===== config.mk =====
export PLATFORM = sky130hd
export DESIGN_NAME = t05_find_least
export DESIGN_NICKNAME = d
export VERILOG_FILES = /design/src/rtl/t05_flv_pkg.sv /design/src/rtl/t05_least_two.sv /design/src/rtl/t05_find_least.sv
export SDC_FILE = /design/constraint.sdc
export NUM_CORES = 2
export LEC_CHECK = 0
export CAP_MARGIN = 20
export CORE_UTILIZATION = 30
export CTS_CLUSTER_DIAMETER = 200
export DETAILED_ROUTE_END_ITERATION = 10
export PLACE_DENSITY_LB_ADDON = 0.15
export RECOVER_POWER = 25
export SYNTH_ARGS = -nofsm -noshare
export SYNTH_HDL_FRONTEND = slang
export SYNTH_SLANG_ARGS = --single-unit

===== constraint.sdc =====
create_clock -name clk -period 5 [get_ports clk]
set_input_delay 1 -clock clk [delete_from_list [all_inputs] [get_ports clk]]
set_output_delay 1 -clock clk [all_outputs]
set_load 0.02 [all_outputs]

===== src/rtl/t05_flv_pkg.sv =====
// Shared definitions for the Huffman least-two finder: node encoding,
// controller handshake codes and scan FSM states.
package t05_flv_pkg;

    localparam logic [8:0] NULL_NODE = 9'h180;

    localparam logic [3:0] FIN_NONE = 4'b0000;
    localparam logic [3:0] FIN_DONE = 4'b0010;
    localparam logic [3:0] FIN_ERR  = 4'b1000;

    localparam logic [3:0] EN_FLV = 4'b0010;

    typedef enum logic [2:0] {
        S_IDLE,
        S_CHAR_REQ,
        S_CHAR_WAIT,
        S_SUM_REQ,
        S_SUM_WAIT,
        S_RESULT,
        S_DONE,
        S_ERR
    } flv_state_t;

    function automatic logic is_leaf(input logic [8:0] node);
        return !node[8];
    endfunction

    function automatic logic is_sum(input logic [8:0] node);
        return node[8] && !node[7];
    endfunction

    function automatic logic is_null(input logic [8:0] node);
        return node == NULL_NODE;
    endfunction

endpackage


===== src/rtl/t05_least_two.sv =====
// Running minimum tracker: keeps the two smallest candidates seen since the
// last clear, earlier candidates winning ties.
module t05_least_two #(
    parameter int FREQ_W = 46
) (
    input  logic              clk,
    input  logic              rst,
    input  logic              clear,
    input  logic              cand_vld,
    input  logic [8:0]        cand_node,
    input  logic [FREQ_W-1:0] cand_freq,
    output logic [8:0]        best_node,
    output logic [FREQ_W-1:0] best_freq,
    output logic [8:0]        second_node,
    output logic [FREQ_W-1:0] second_freq
);
    import t05_flv_pkg::*;

    // Empty slots hold an all-ones frequency so any real candidate beats them.
    always_ff @(posedge clk or negedge rst) begin
        if (!rst) begin
            best_node   <= NULL_NODE;
            best_freq   <= '1;
            second_node <= NULL_NODE;
            second_freq <= '1;
        end else if (clear) begin
            best_node   <= NULL_NODE;
            best_freq   <= '1;
            second_node <= NULL_NODE;
            second_freq <= '1;
        end else if (cand_vld) begin
            if (cand_freq < best_freq) begin
                second_node <= best_node;
                second_freq <= best_freq;
                best_node   <= cand_node;
                best_freq   <= cand_freq;
            end else if (cand_freq < second_freq) begin
                second_node <= cand_node;
                second_freq <= cand_freq;
            end
        end
    end

endmodule


===== src/rtl/t05_find_least.sv =====
// Huffman builder front end: scans live leaves and sum nodes over a
// single-outstanding SRAM port and reports the two least-frequent ones.
module t05_find_least #(
    parameter int CHARS   = 256,
    parameter int MAX_SUM = 128,
    parameter int FREQ_W  = 46
) (
    input  logic              clk,
    input  logic              rst,
    input  logic [3:0]        FLV_en,
    output logic              rd_req,
    output logic              rd_sel,
    output logic [7:0]        rd_addr,
    input  logic [FREQ_W-1:0] rd_data,
    input  logic              rd_valid,
    output logic [8:0]        least1,
    output logic [8:0]        least2,
    output logic [FREQ_W-1:0] sum,
    output logic [6:0]        sum_count,
    output logic [3:0]        op_fin
);
    import t05_flv_pkg::*;

    localparam int CW = (CHARS > 1) ? $clog2(CHARS) : 1;
    localparam int SW = (MAX_SUM > 1) ? $clog2(MAX_SUM) : 1;

    flv_state_t state, state_next, sum_entry;

    logic [7:0]         idx;
    logic [CHARS-1:0]   char_used;
    logic [MAX_SUM-1:0] sum_used;

    logic              pass_en;
    logic              last_char;
    logic              last_sum;
    logic              idx_char_used;
    logic              idx_sum_used;
    logic              count_full;
    logic              found_best;
    logic              found_second;
    logic              lt_clear;
    logic              cand_vld;
    logic [8:0]        cand_node;
    logic [8:0]        best_node;
    logic [8:0]        second_node;
    logic [FREQ_W-1:0] best_freq;
    logic [FREQ_W-1:0] second_freq;

    assign pass_en       = (FLV_en == EN_FLV);
    assign last_char     = (idx == 8'(CHARS - 1));
    assign last_sum      = (idx[6:0] == sum_count - 7'd1);
    assign idx_char_used = char_used[idx[CW-1:0]];
    assign idx_sum_used  = sum_used[idx[SW-1:0]];
    assign count_full    = (sum_count == 7'(MAX_SUM - 1));
    assign found_best    = !is_null(best_node);
    assign found_second  = !is_null(second_node);
    assign sum_entry     = (sum_count == 7'd0) ? S_RESULT : S_SUM_REQ;

    // A returned word is only a candidate while the pass is still enabled;
    // this also discards a late rd_valid after an abort.
    assign lt_clear  = (state == S_IDLE) && pass_en;
    assign cand_vld  = pass_en && rd_valid && (rd_data != '0) &&
                       ((state == S_CHAR_WAIT) || (state == S_SUM_WAIT));
    assign cand_node = (state == S_SUM_WAIT) ? {2'b10, idx[6:0]} : {1'b0, idx};

    t05_least_two #(
        .FREQ_W(FREQ_W)
    ) u_least_two (
        .clk        (clk),
        .rst        (rst),
        .clear      (lt_clear),
        .cand_vld   (cand_vld),
        .cand_node  (cand_node),
        .cand_freq  (rd_data),
        .best_node  (best_node),
        .best_freq  (best_freq),
        .second_node(second_node),
        .second_freq(second_freq)
    );

    always_ff @(posedge clk or negedge rst) begin
        if (!rst) begin
            state <= S_IDLE;
        end else begin
            state <= state_next;
        end
    end

    always_comb begin
        state_next = state;
        case (state)
            S_IDLE: begin
                if (pass_en) state_next = S_CHAR_REQ;
            end
            S_CHAR_REQ: begin
                if (!pass_en)          state_next = S_IDLE;
                else if (!idx_char_used) state_next = S_CHAR_WAIT;
                else if (last_char)    state_next = sum_entry;
            end
            S_CHAR_WAIT: begin
                if (!pass_en)          state_next = S_IDLE;
                else if (rd_valid)     state_next = last_char ? sum_entry : S_CHAR_REQ;
            end
            S_SUM_REQ: begin
                if (!pass_en)          state_next = S_IDLE;
                else if (!idx_sum_used) state_next = S_SUM_WAIT;
                else if (last_sum)     state_next = S_RESULT;
            end
            S_SUM_WAIT: begin
                if (!pass_en)          state_next = S_IDLE;
                else if (rd_valid)     state_next = last_sum ? S_RESULT : S_SUM_REQ;
            end
            S_RESULT: begin
                state_next = (found_best && count_full) ? S_ERR : S_DONE;
            end
            S_DONE: begin
                if (!pass_en) state_next = S_IDLE;
            end
            S_ERR: begin
                state_next = S_ERR;
            end
            default: begin
                state_next = S_IDLE;
            end
        endcase
    end

    always_ff @(posedge clk or negedge rst) begin
        if (!rst) begin
            idx       <= '0;
            char_used <= '0;
            sum_used  <= '0;
            rd_req    <= 1'b0;
            rd_sel    <= 1'b0;
            rd_addr   <= '0;
            least1    <= NULL_NODE;
            least2    <= NULL_NODE;
            sum       <= '0;
            sum_count <= '0;
            op_fin    <= FIN_NONE;
        end else begin
            case (state)
                S_IDLE: begin
                    idx    <= '0;
                    rd_req <= 1'b0;
                    op_fin <= FIN_NONE;
                end
                S_CHAR_REQ: begin
                    if (!pass_en) begin
                        rd_req <= 1'b0;
                    end else if (idx_char_used) begin
                        idx <= last_char ? 8'd0 : idx + 8'd1;
                    end else begin
                        rd_req  <= 1'b1;
                        rd_sel  <= 1'b0;
                        rd_addr <= idx;
                    end
                end
                S_CHAR_WAIT: begin
                    if (!pass_en) begin
                        rd_req <= 1'b0;
                    end else if (rd_valid) begin
                        rd_req <= 1'b0;
                        idx    <= last_char ? 8'd0 : idx + 8'd1;
                    end
                end
                S_SUM_REQ: begin
                    if (!pass_en) begin
                        rd_req <= 1'b0;
                    end else if (idx_sum_used) begin
                        idx <= idx + 8'd1;
                    end else begin
                        rd_req  <= 1'b1;
                        rd_sel  <= 1'b1;
                        rd_addr <= {1'b0, idx[6:0]};
                    end
                end
                S_SUM_WAIT: begin
                    if (!pass_en) begin
                        rd_req <= 1'b0;
                    end else if (rd_valid) begin
                        rd_req <= 1'b0;
                        idx    <= idx + 8'd1;
                    end
                end
                S_RESULT: begin
                    least1 <= best_node;
                    least2 <= second_node;
                    if (found_best && found_second) sum <= best_freq + second_freq;
                    else if (found_best)            sum <= best_freq;
                    else                            sum <= '0;
                    if (is_leaf(best_node))   char_used[best_node[CW-1:0]]   <= 1'b1;
                    if (is_sum(best_node))    sum_used[best_node[SW-1:0]]    <= 1'b1;
                    if (is_leaf(second_node)) char_used[second_node[CW-1:0]] <= 1'b1;
                    if (is_sum(second_node))  sum_used[second_node[SW-1:0]]  <= 1'b1;
                    // The new node would need an index the sum table cannot hold.
                    if (found_best && count_full) begin
                        op_fin <= FIN_ERR;
                    end else begin
                        if (found_best) sum_count <= sum_count + 7'd1;
                        op_fin <= FIN_DONE;
                    end
                end
                S_DONE: begin
                    if (!pass_en) op_fin <= FIN_NONE;
                end
                S_ERR: begin
                    op_fin <= FIN_ERR;
                end
                default: begin
                    rd_req <= 1'b0;
                end
            endcase
        end
    end

endmodule

==> out/metrics.cfg <==
[synthesis]
post_synth_and_or_nand_nor_area_fraction=0.0979
synth-compound-area-share=0.258
syn_inst=3421
avgSynthCellArea_um2=10.1
ys_types=81
synthMuxAreaShare=0.0997
seq_area_frac_synth=0.430
synth_seq_cells=588
synth_top_family_by_area=compound AO/OA/AOI/OAI gates
synth-xor-area-share=0.0140
synth-main-ff-cell=dfrtp_1
synth.cell_area_um2=34500
yosys_warnings=0
synth_edf_count=0
synthAdderAreaFrac=0.0516
yosysTopAreaCell=dfrtp_1
yosys.area.top_type_share=0.354
synthArstFlopShare=1.00
ys_top_cells_by_area=dfrtp_1 (35%), a22oi_1 (8.9%), o21bai_1 (8.1%)

[cts]
numCtsBuffers=76
cts-root-buf=clkbuf_16
ctsResizeCount=0
cts_setup_buffers=0
insertion_delay_ps=680
clockBufferDepth=3
postCtsHoldBufs=0
cts_tree=done
path_clk_slew_ps=60
htreeDepth=3
clock-sinks=588

[pwr]
leakage_nw=16.9
ir_drop_mv=0.227
p_per_area_nw_per_um2=379

[finish]
stdcell_area_um2=40700
area_growth_pct=18.0
final_cells=5082
n_antenna_cell=0
drive_gt1_frac=0.150
multi_input_area_um2=18200
seqCellArea_um2=14800
n_fill_cell=11600
layout.nets=3699

[sta]
rsz0062_at_grt=no
holdWs_ps=452
worst_pin_slew_ps=2300
min_period_over_period=0.857
post-route-min-period_ps=4290
fin_ws_ps=713
setup-violations-final=0
finalSetupTns_ps=0
finalMaxSlewViolations=310
fmax_ghz=0.233
max-slew-margin-rel=-0.530
hold_viol=0
finClkSkew_ps=30.7

[flow_run]
cap_violations=6

[hold_path]
hp-class=reg -> reg
hold_depth=1
min_to=char_used[243]
worstHoldStart=char_used[243]

[floorplanning]
start_util=0.302
die_area_um2=116000
num_io_pins=138
core_um2=114000
die-width_um=341
die_h_um=341
rows=124

[placed_design]
dp_cells=4920
place.gp.congestion=0.851
dp.final_hpwl_um=85200
placed_area_um2=37900
port_buffers=135
pre_cts_ws_ps=79.2

[worst_setup_path]
critical_path_class=reg -> reg
cp-end-kind=register
cp-start-kind=register
cp.required_ps=5540
r2r_end=rd_addr[4]
cp.arrival_ps=4830
cp_max_fo=26
r2r_cells=10
reg2reg_from=idx[0]
rrSetupSlack_ps=710

[route]
detail_route.first_pass.iterations=6
via_per_inst=5.69
drc_errors=0
post_drt_wl_per_cell_um=26.6
dr_total_vias=28900
drt_iter0_markers=2561
drtAntennaViolNets=0
wl_um=135000

[grt]
grt_pass1_wl_um=201000
grt_max_degree=220
antenna_found_initial=2
grt_pass1_vias=29100
overflow=0
grt_usage=0.229

[outcome]
violations=max-capacitance violations, max-slew violations
status=finished with violations

==> layout by cell type, fill, tap and decap left out, types with 118 or more instances in the layout <==
cell type | synthesis | final
a21oi_1 | 172 | 172
a22oi_1 | 411 | 411
buf_4 | 16 | 118
clkdlybuf4s50_1 | 0 | 134
dfrtp_1 | 488 | 485
ha_1 | 139 | 139
inv_1 | 118 | 118
nand2_1 | 202 | 201
nor2_1 | 283 | 274
o21bai_1 | 372 | 372
==> area by class of cell <==
class,instances,area share
well taps,1512,0.0465
flip-flops and latches,588,0.365
clock inverters,24,0.00916
multi-input cells,2437,0.447
inverters,119,0.0110
repair buffers,284,0.0656
clock buffers,118,0.0561
==> routing by layer <==
metal  global-route usage  up-vias  share of wire  wire (um)
li1                     -    12900              -          -
met1                0.317    14800           0.45      60900
met2                0.365      951           0.46      62400
met3               0.0401      218          0.060       8070
met4               0.0641        2          0.027       3620
met5                    0        -       0.000096         13
==> worst max path at each step <==
stage,startpoint,endpoint,slack (ps),cells past startpoint
floorplan,FLV_en[0],u_least_two.second_freq[0],1400,9
global placement,rd_data[20],u_least_two.second_freq[16],50,11
detailed placement,rd_data[20],u_least_two.best_freq[41],80,12
CTS,idx[0],idx[7],710,13
global route,idx[0],rd_addr[0],540,10
finish,idx[0],rd_addr[4],710,10
==> where the power goes <==
part	switching [mW]	internal, mW	total [mW]
combinational	2.44	1.63	4.07
sequential	0.356	5.10	5.46
clock	2.36	3.53	5.89
total	5.16	10.3	15.4
==> cell families (layout without fill, tap and decap cells) <==
kind of cell	after synthesis	in the layout
AO/OA/AOI/OAI	1266	1266
multiplexers	231	231
adder cells (fa/ha/maj)	142	142
flip-flops	588	588
AND/OR/NAND/NOR	741	741
buffers and inverters	397	545
other	1	2
XOR/XNOR	55	55
==> state kept, by name, indices dropped and copies added (netlist names), 3 cells and up <==
name and count:
sum_count 7, least2 9, u_least_two.second_node 9, sum 46, rd_addr 8, least1 9
u_least_two.second_freq 46, idx 8, state 3, u_least_two.best_freq 46, u_least_two.best_node 9, char_used 256
sum_used 128
==> worst max-delay path, cell delays in order (launching register included) <==
cell and delay [ps]:
dfrtp_4 850, buf_12 270, mux4_2 540, a22o_1 230, a221oi_1 510, o21ai_0 280
nand4_1 330, nand2_1 180, mux2_2 340, nor2_4 220, mux2_2 370
==> synthesized netlist by cell type (6+ instances only) <==
cell type	n
and3_1	7
clkbuf_1	224
mux4_2	72
inv_1	118
dfstp_2	100
o21ai_0	108
a221o_1	18
mux2i_1	112
nand4_1	35
xor2_1	23
nor3_1	61
nor4_1	23
a31o_2	7
o22ai_1	12
o211ai_1	7
buf_4	16
nand3_1	32
o21a_1	7
or3_1	7
o21bai_1	372
nor2b_1	16
a22oi_1	411
nor2_1	283
a211oi_1	7
nand2_1	202
nand2b_1	29
xnor2_1	32
buf_2	15
a31oi_1	19
mux2_2	36
mux4_1	11
ha_1	139
a21o_1	62
nor3b_1	10
dfrtp_1	488
a221oi_1	11
and2_1	7
o221ai_1	6
buf_1	15
a21oi_1	172
==> metrics by stage <==
step                power, mW  utilization
floorplan                8.24            -
global placement         9.61        0.332
detailed placement       9.60        0.332
CTS                      15.5        0.355
global route             16.1        0.356
finish                   15.4        0.356
(Power assumes the default switching activity.)
